==> src/rtl/ucode_exec.sv <==
// Microcode execution unit: decodes a registered microinstruction into a bus mux, load strobes,
// RAM control and the PC/AR/MDR/IR/LED register file.
// Latency: one cycle from ucode to strobes and bus; register loads land at the end of that cycle.
// Backpressure: none; a new microinstruction is accepted every cycle.
//
// Ports:
//   clk, rst_n             single clock, synchronous active-low reset
//   ucode[UW-1:0]          {S[25:22], M[21], WE[20], A[19:16], B[15:12], C[11:8], UA[7:0]}
//   r0_q..ram_q, *_flag    bus source data and flag sources
//   bus                    internal data bus, selected by B
//   ld_*                   one-hot load strobes decoded from A
//   alu_s, alu_m           S and M fields passed straight to the ALU
//   ram_addr/wdata/we/re   RAM port (address is the AR register)
//   pc, ir, led            register contents
// Optional: define UCODE_TRACE_EN to add trace_cnt / trace_last (count and copy of executed
// non-no-op microinstructions).

module ucode_exec #(
    parameter int UW = 26
) (
    input  logic          clk,
    input  logic          rst_n,
    input  logic [UW-1:0] ucode,
    input  logic [7:0]    r0_q,
    input  logic [7:0]    r1_q,
    input  logic [7:0]    r2_q,
    input  logic [7:0]    alu_q,
    input  logic [7:0]    sheft_q,
    input  logic [7:0]    sw_in,
    input  logic [7:0]    ram_q,
    input  logic          alu_flag,
    input  logic          sheft_flag,
    input  logic          flag_q,
    output logic [7:0]    bus,
    output logic          ld_r0,
    output logic          ld_r1,
    output logic          ld_r2,
    output logic          ld_dr1,
    output logic          ld_dr2,
    output logic          ld_alucn,
    output logic          ld_sheft,
    output logic          ld_flag,
    output logic [3:0]    alu_s,
    output logic          alu_m,
    output logic [7:0]    ram_addr,
    output logic [7:0]    ram_wdata,
    output logic          ram_we,
    output logic          ram_re,
    output logic [7:0]    pc,
    output logic [7:0]    ir,
    output logic [7:0]    led
`ifdef UCODE_TRACE_EN
    ,
    output logic [15:0]   trace_cnt,
    output logic [UW-1:0] trace_last
`endif
);

    // A-field destination codes
    localparam logic [3:0] A_NOP    = 4'h0;
    localparam logic [3:0] A_R0     = 4'h1;
    localparam logic [3:0] A_R1     = 4'h2;
    localparam logic [3:0] A_R2     = 4'h3;
    localparam logic [3:0] A_DR1    = 4'h4;
    localparam logic [3:0] A_DR2    = 4'h5;
    localparam logic [3:0] A_ALUCN  = 4'h6;
    localparam logic [3:0] A_SHEFT  = 4'h7;
    localparam logic [3:0] A_FLAG   = 4'h8;
    localparam logic [3:0] A_LDRAM  = 4'h9;
    localparam logic [3:0] A_LDRAMD = 4'hA;
    localparam logic [3:0] A_LDPC   = 4'hB;
    localparam logic [3:0] A_INCPC  = 4'hC;
    localparam logic [3:0] A_LDLED  = 4'hD;
    localparam logic [3:0] A_LDIR   = 4'hE;
    localparam logic [3:0] A_NOP2   = 4'hF;

    logic [UW-1:0] uir;
    logic [3:0]    f_s;
    logic          f_m;
    logic          f_we;
    logic [3:0]    f_a;
    logic [3:0]    f_b;
    logic [7:0]    ar;
    logic [7:0]    mdr;

    // Microinstruction register: every decode below comes from here, never from ucode.
    always_ff @(posedge clk) begin
        if (!rst_n) begin
            uir <= '0;
        end else begin
            uir <= ucode;
        end
    end

    assign f_s  = uir[25:22];
    assign f_m  = uir[21];
    assign f_we = uir[20];
    assign f_a  = uir[19:16];
    assign f_b  = uir[15:12];

`ifndef UCODE_TRACE_EN
    // C and UA belong to the sequencer; nothing here consumes them without tracing.
    logic unused_fields;
    assign unused_fields = ^uir[11:0];
`endif

    // Bus source select
    always_comb begin
        bus = 8'h00;
        case (f_b)
            4'h0:    bus = 8'h00;
            4'h1:    bus = sw_in;
            4'h2:    bus = r0_q;
            4'h3:    bus = r1_q;
            4'h4:    bus = r2_q;
            4'h5:    bus = alu_q;
            4'h6:    bus = {7'b0, alu_flag};
            4'h7:    bus = sheft_q;
            4'h8:    bus = {7'b0, sheft_flag};
            4'h9:    bus = {7'b0, flag_q};
            4'hA:    bus = mdr;
            4'hB:    bus = pc;
            default: bus = 8'h00;
        endcase
    end

    // External load strobes: a single A field guarantees at most one is high.
    always_comb begin
        ld_r0    = 1'b0;
        ld_r1    = 1'b0;
        ld_r2    = 1'b0;
        ld_dr1   = 1'b0;
        ld_dr2   = 1'b0;
        ld_alucn = 1'b0;
        ld_sheft = 1'b0;
        ld_flag  = 1'b0;
        case (f_a)
            A_R0:    ld_r0    = 1'b1;
            A_R1:    ld_r1    = 1'b1;
            A_R2:    ld_r2    = 1'b1;
            A_DR1:   ld_dr1   = 1'b1;
            A_DR2:   ld_dr2   = 1'b1;
            A_ALUCN: ld_alucn = 1'b1;
            A_SHEFT: ld_sheft = 1'b1;
            A_FLAG:  ld_flag  = 1'b1;
            default: ;
        endcase
    end

    // WE only means something alongside LDRAM; it selects write versus read.
    assign ram_we    = (f_a == A_LDRAM) &&  f_we;
    assign ram_re    = (f_a == A_LDRAM) && !f_we;
    assign ram_wdata = bus;
    assign ram_addr  = ar;

    assign alu_s = f_s;
    assign alu_m = f_m;

    // Internal register file. INCPC reads the old pc, so B=pc alongside INCPC
    // puts the pre-increment value on the bus.
    always_ff @(posedge clk) begin
        if (!rst_n) begin
            pc  <= 8'h00;
            ar  <= 8'h00;
            mdr <= 8'h00;
            ir  <= 8'h00;
            led <= 8'h00;
        end else begin
            case (f_a)
                A_LDRAMD: ar  <= bus;
                A_LDRAM:  if (!f_we) mdr <= ram_q;
                A_LDPC:   pc  <= bus;
                A_INCPC:  pc  <= pc + 8'd1;
                A_LDLED:  led <= bus;
                A_LDIR:   ir  <= bus;
                default:  ;
            endcase
        end
    end

`ifdef UCODE_TRACE_EN
    logic active;
    assign active = (f_a != A_NOP) && (f_a != A_NOP2);

    always_ff @(posedge clk) begin
        if (!rst_n) begin
            trace_cnt  <= 16'h0000;
            trace_last <= '0;
        end else if (active) begin
            trace_cnt  <= trace_cnt + 16'd1;
            trace_last <= uir;
        end
    end
`endif

endmodule

==> config.mk <==
export PLATFORM = sky130hd
export DESIGN_NAME = ucode_exec
export DESIGN_NICKNAME = d
export VERILOG_FILES = /design/src/rtl/ucode_exec.sv
export SDC_FILE = /design/constraint.sdc
export NUM_CORES = 1
export LEC_CHECK = 0
export BUFFER_PORTS_ARGS = -buffer_cell sky130_fd_sc_hd__buf_4
export CORE_MARGIN = 3
export CORE_UTILIZATION = 45
export DETAILED_ROUTE_END_ITERATION = 16
export PLACE_DENSITY = 0.77
export SYNTH_ARGS = -nofsm -noshare
export SYNTH_HDL_FRONTEND = slang
export SYNTH_SLANG_ARGS = --single-unit
==> constraint.sdc <==
create_clock -name clk -period 2.3 [get_ports clk]
set_clock_uncertainty 0.05 [all_clocks]
set_input_delay 0.345 -clock clk [delete_from_list [all_inputs] [get_ports clk]]
set_output_delay 0.345 -clock clk [all_outputs]
set_load 0.01 [all_outputs]
==> impl_metrics.tcl <==
set metrics [dict create \
    status "completed" \
    finalSetupTns_ns 0 \
    fin_crit_ns 2.25 \
    cp-endpoint "ram_wdata[2]" \
    final_util 0.700 \
    postRouteAntennaNets 0 \
    route.detailed.drc 0 \
    internal_power_mw 1.49 \
    synth_top_family_by_area "compound AO/OA/AOI/OAI gates" \
    totalWireLength_um 9040 \
    max_freq_mhz 444 \
    cts_tree "yes" \
    synth_fp_nets 414 \
    ys_types 56 \
    wire_per_inst_um 16.6 \
    clk_latency_ns 0.31 \
    leakage_nw 1.93 \
    drive_gt1_frac 0.443 \
    synth_edf_count 0 \
    syn_area_per_cell_um2 8.74 \
    slew_headroom 0.408 \
    seq_area_frac_synth 0.379 \
    peakVddDrop_mv 0.322 \
    ff2ff_setup_slack_ns 0.32 \
    dp_cells 524 \
    crit_fanout 8 \
    core_area_mm2 0.00603 \
    crit_start "uir[12]" \
    netlist_area_mm2 0.00285 \
    rr_endpoint "pc[6]" \
    holdWs_ns 0.188 \
    reg2reg_depth 9 \
    grt_usage 0.235 \
    start_kind "register" \
    gp_congestion 0.862 \
    hold_viol 0 \
    p_seq_frac 0.486 \
    grt_pass1_vias 2831 \
    cts_max_level 2 \
    muxShareOfSynthArea 0.0913 \
    antennaDiodeCount 0 \
    final_cell_mix "buf_4 (164), dfxtp_1 (50), a21oi_1 (33)" \
    viasPerCell 5.40 \
    cts.sinks 54 \
    area_growth_pct 47.9 \
    arrival_ns 1.86 \
    first_pass_iters 4 \
    synth-xor-area-share 0.0123 \
    dieHeight_um 85.6 \
    initial_core_util 0.473 \
    finalSetupViolCount 0 \
    r2r_start "uir[12]" \
    pre_cts_slack_ns 0.174 \
    p_switching_uw 533 \
    drv_slew 0 \
    vias 2944 \
    min_path_type "input port to register" \
    critPathCaptureType "primary output" \
    dp_hpwl_um 6650 \
    grt_start_max_net_pins 46 \
    p_comb_frac 0.227 \
    clkTransAtPathRegs_ns 0.09 \
    critical_path_class "register to primary output" \
    worstMarginPinSlew_ns 0.884 \
    dpl_cell_area_mm2 0.00391 \
    overflow 0 \
    ys_ff_latch 54 \
    synth-simple-area-share 0.208 \
    die_area_mm2 0.00732 \
    synth-compound-area-share 0.209 \
    cap_violations 0 \
    synthCells 326 \
    cts_buffers 5 \
    dr.first_iter.drc_count 165 \
    rows 28 \
    final_cells 545 \
    swShare 0.263 \
    dominantRegCellSynth "dfxtp_1" \
    async_flop_share 0 \
    p_clk_frac 0.287 \
    synthAdderAreaFrac 0.00439 \
    post-route-period-util 0.979 \
    die_w_um 85.6 \
    grt_pass1_wl_um 13800 \
    cts_buffer_depth 2 \
    fin_area_mm2 0.00422 \
    rsz0062_at_grt "yes" \
    grt_antenna_before_repair 0 \
    setup_ws_ns 0.0482 \
    fin_nets 557 \
    layout_commonest_cell "buf_4" \
    cts-root-buf "clkbuf_8" \
    pin_count 150 \
    fin_total_pwr_mw 2.03 \
    yosysWarningCount 0 \
    crit_required_ns 1.90 \
    p_per_area_mw_per_mm2 480 \
    port_buffers 137 \
]
## critical path, cell delays in order, from the launching register on
cell      delay, ns
dfxtp_4        0.38
buf_12         0.14
and2b_2        0.22
buf_4          0.15
nand2_4        0.07
o22ai_2        0.09
a211oi_2       0.26
inv_1          0.09
buf_4          0.15
## registers in the layout (all words and copies together) (netlist names)
name      flops
uir          14
ir            8
led           8
mdr           8
pc            8
ram_addr      8
## area by class of cell
cell class / instances / area, um2
fillers: 520 / 1810
multi-input cells: 226 / 1540
repair buffers: 170 / 1330
flip-flops and latches: 54 / 1100
clock buffers: 7 / 96.3
well taps: 75 / 93.8
inverters: 12 / 46.3
clock inverters: 1 / 8.76
## cell usage after synthesis (2+ instances only)
| master | n | area share |
|---|---|---|
| dfxtp_1 | 54 | 0.38 |
| a21oi_1 | 33 | 0.058 |
| o21ai_0 | 33 | 0.058 |
| nor2_1 | 24 | 0.032 |
| mux2i_1 | 20 | 0.070 |
| buf_4 | 15 | 0.040 |
| and2_1 | 14 | 0.031 |
| inv_1 | 11 | 0.014 |
| nand2_1 | 11 | 0.014 |
| nor3_1 | 11 | 0.019 |
| clkbuf_1 | 8 | 0.011 |
| buf_2 | 6 | 0.011 |
| buf_6 | 5 | 0.020 |
| nand2b_1 | 5 | 0.011 |
| nand3_1 | 5 | 0.0088 |
| nand3b_1 | 5 | 0.013 |
| nand4_1 | 4 | 0.0088 |
| o22ai_1 | 4 | 0.0088 |
| xnor2_1 | 4 | 0.012 |
| a32oi_1 | 3 | 0.0092 |
| and3_1 | 3 | 0.0066 |
| and3b_1 | 3 | 0.0092 |
| nor4bb_1 | 3 | 0.011 |
| o32ai_1 | 3 | 0.0092 |
| a211o_1 | 2 | 0.0061 |
| a21boi_1 | 2 | 0.0053 |
| a21oi_2 | 2 | 0.0061 |
| a22o_1 | 2 | 0.0061 |
| and2b_1 | 2 | 0.0053 |
| mux2_2 | 2 | 0.0079 |
| nor2b_1 | 2 | 0.0044 |
## how the worst min path moves through the flow
stage / from / endpoint / cells after the start
after floorplan: mdr[3] / mdr[3] / 2
after global placement: mdr[3] / mdr[3] / 2
after detailed placement: mdr[4] / mdr[4] / 2
after CTS: ucode[20] / uir[20] / 2
after global routing: ucode[23] / uir[23] / 2
final: ucode[20] / uir[20] / 2
## logic make-up (layout without fill, tap and decap cells)
logic type | Yosys count | after routing
buf+inv | 46 | 190
fa+ha+maj | 1 | 1
simple gates | 101 | 101
mux | 24 | 24
xor+xnor | 4 | 4
compound gates | 96 | 96
flops | 54 | 54
## repair_timing
action | in CTS | in global routing
hold buffers | 0 | 0
buffers inserted | 3 | 9
setup endpoints to repair | 16 | 14
cloned | 1 | 0
gates resized for setup | 7 | 20
pin swaps | 1 | 6
endpoints found under the hold margin | 0 | 0
## per-layer routing
layer / vias to the layer above / GRT usage / wire (um)
li1: 1443 / - / -
met1: 1368 / 0.288 / 3560
met2: 120 / 0.424 / 4650
met3: 13 / 0.0423 / 698
met4: 0 / 0.0547 / 135
met5: - / 0 / 0
## power by group through the flow
stage          Clock, mW  Combinational, mW  Sequential (mW)
6_report           0.581              0.461            0.983
5_1_grt            0.641              0.493            0.987
4_1_cts            0.591              0.430            0.985
3_5_place_dp           0              0.417             1.01
2_1_floorplan          0              0.220            0.997
3_3_place_gp           0              0.412             1.01
Note: power is estimated with default switching activity, not from simulation.
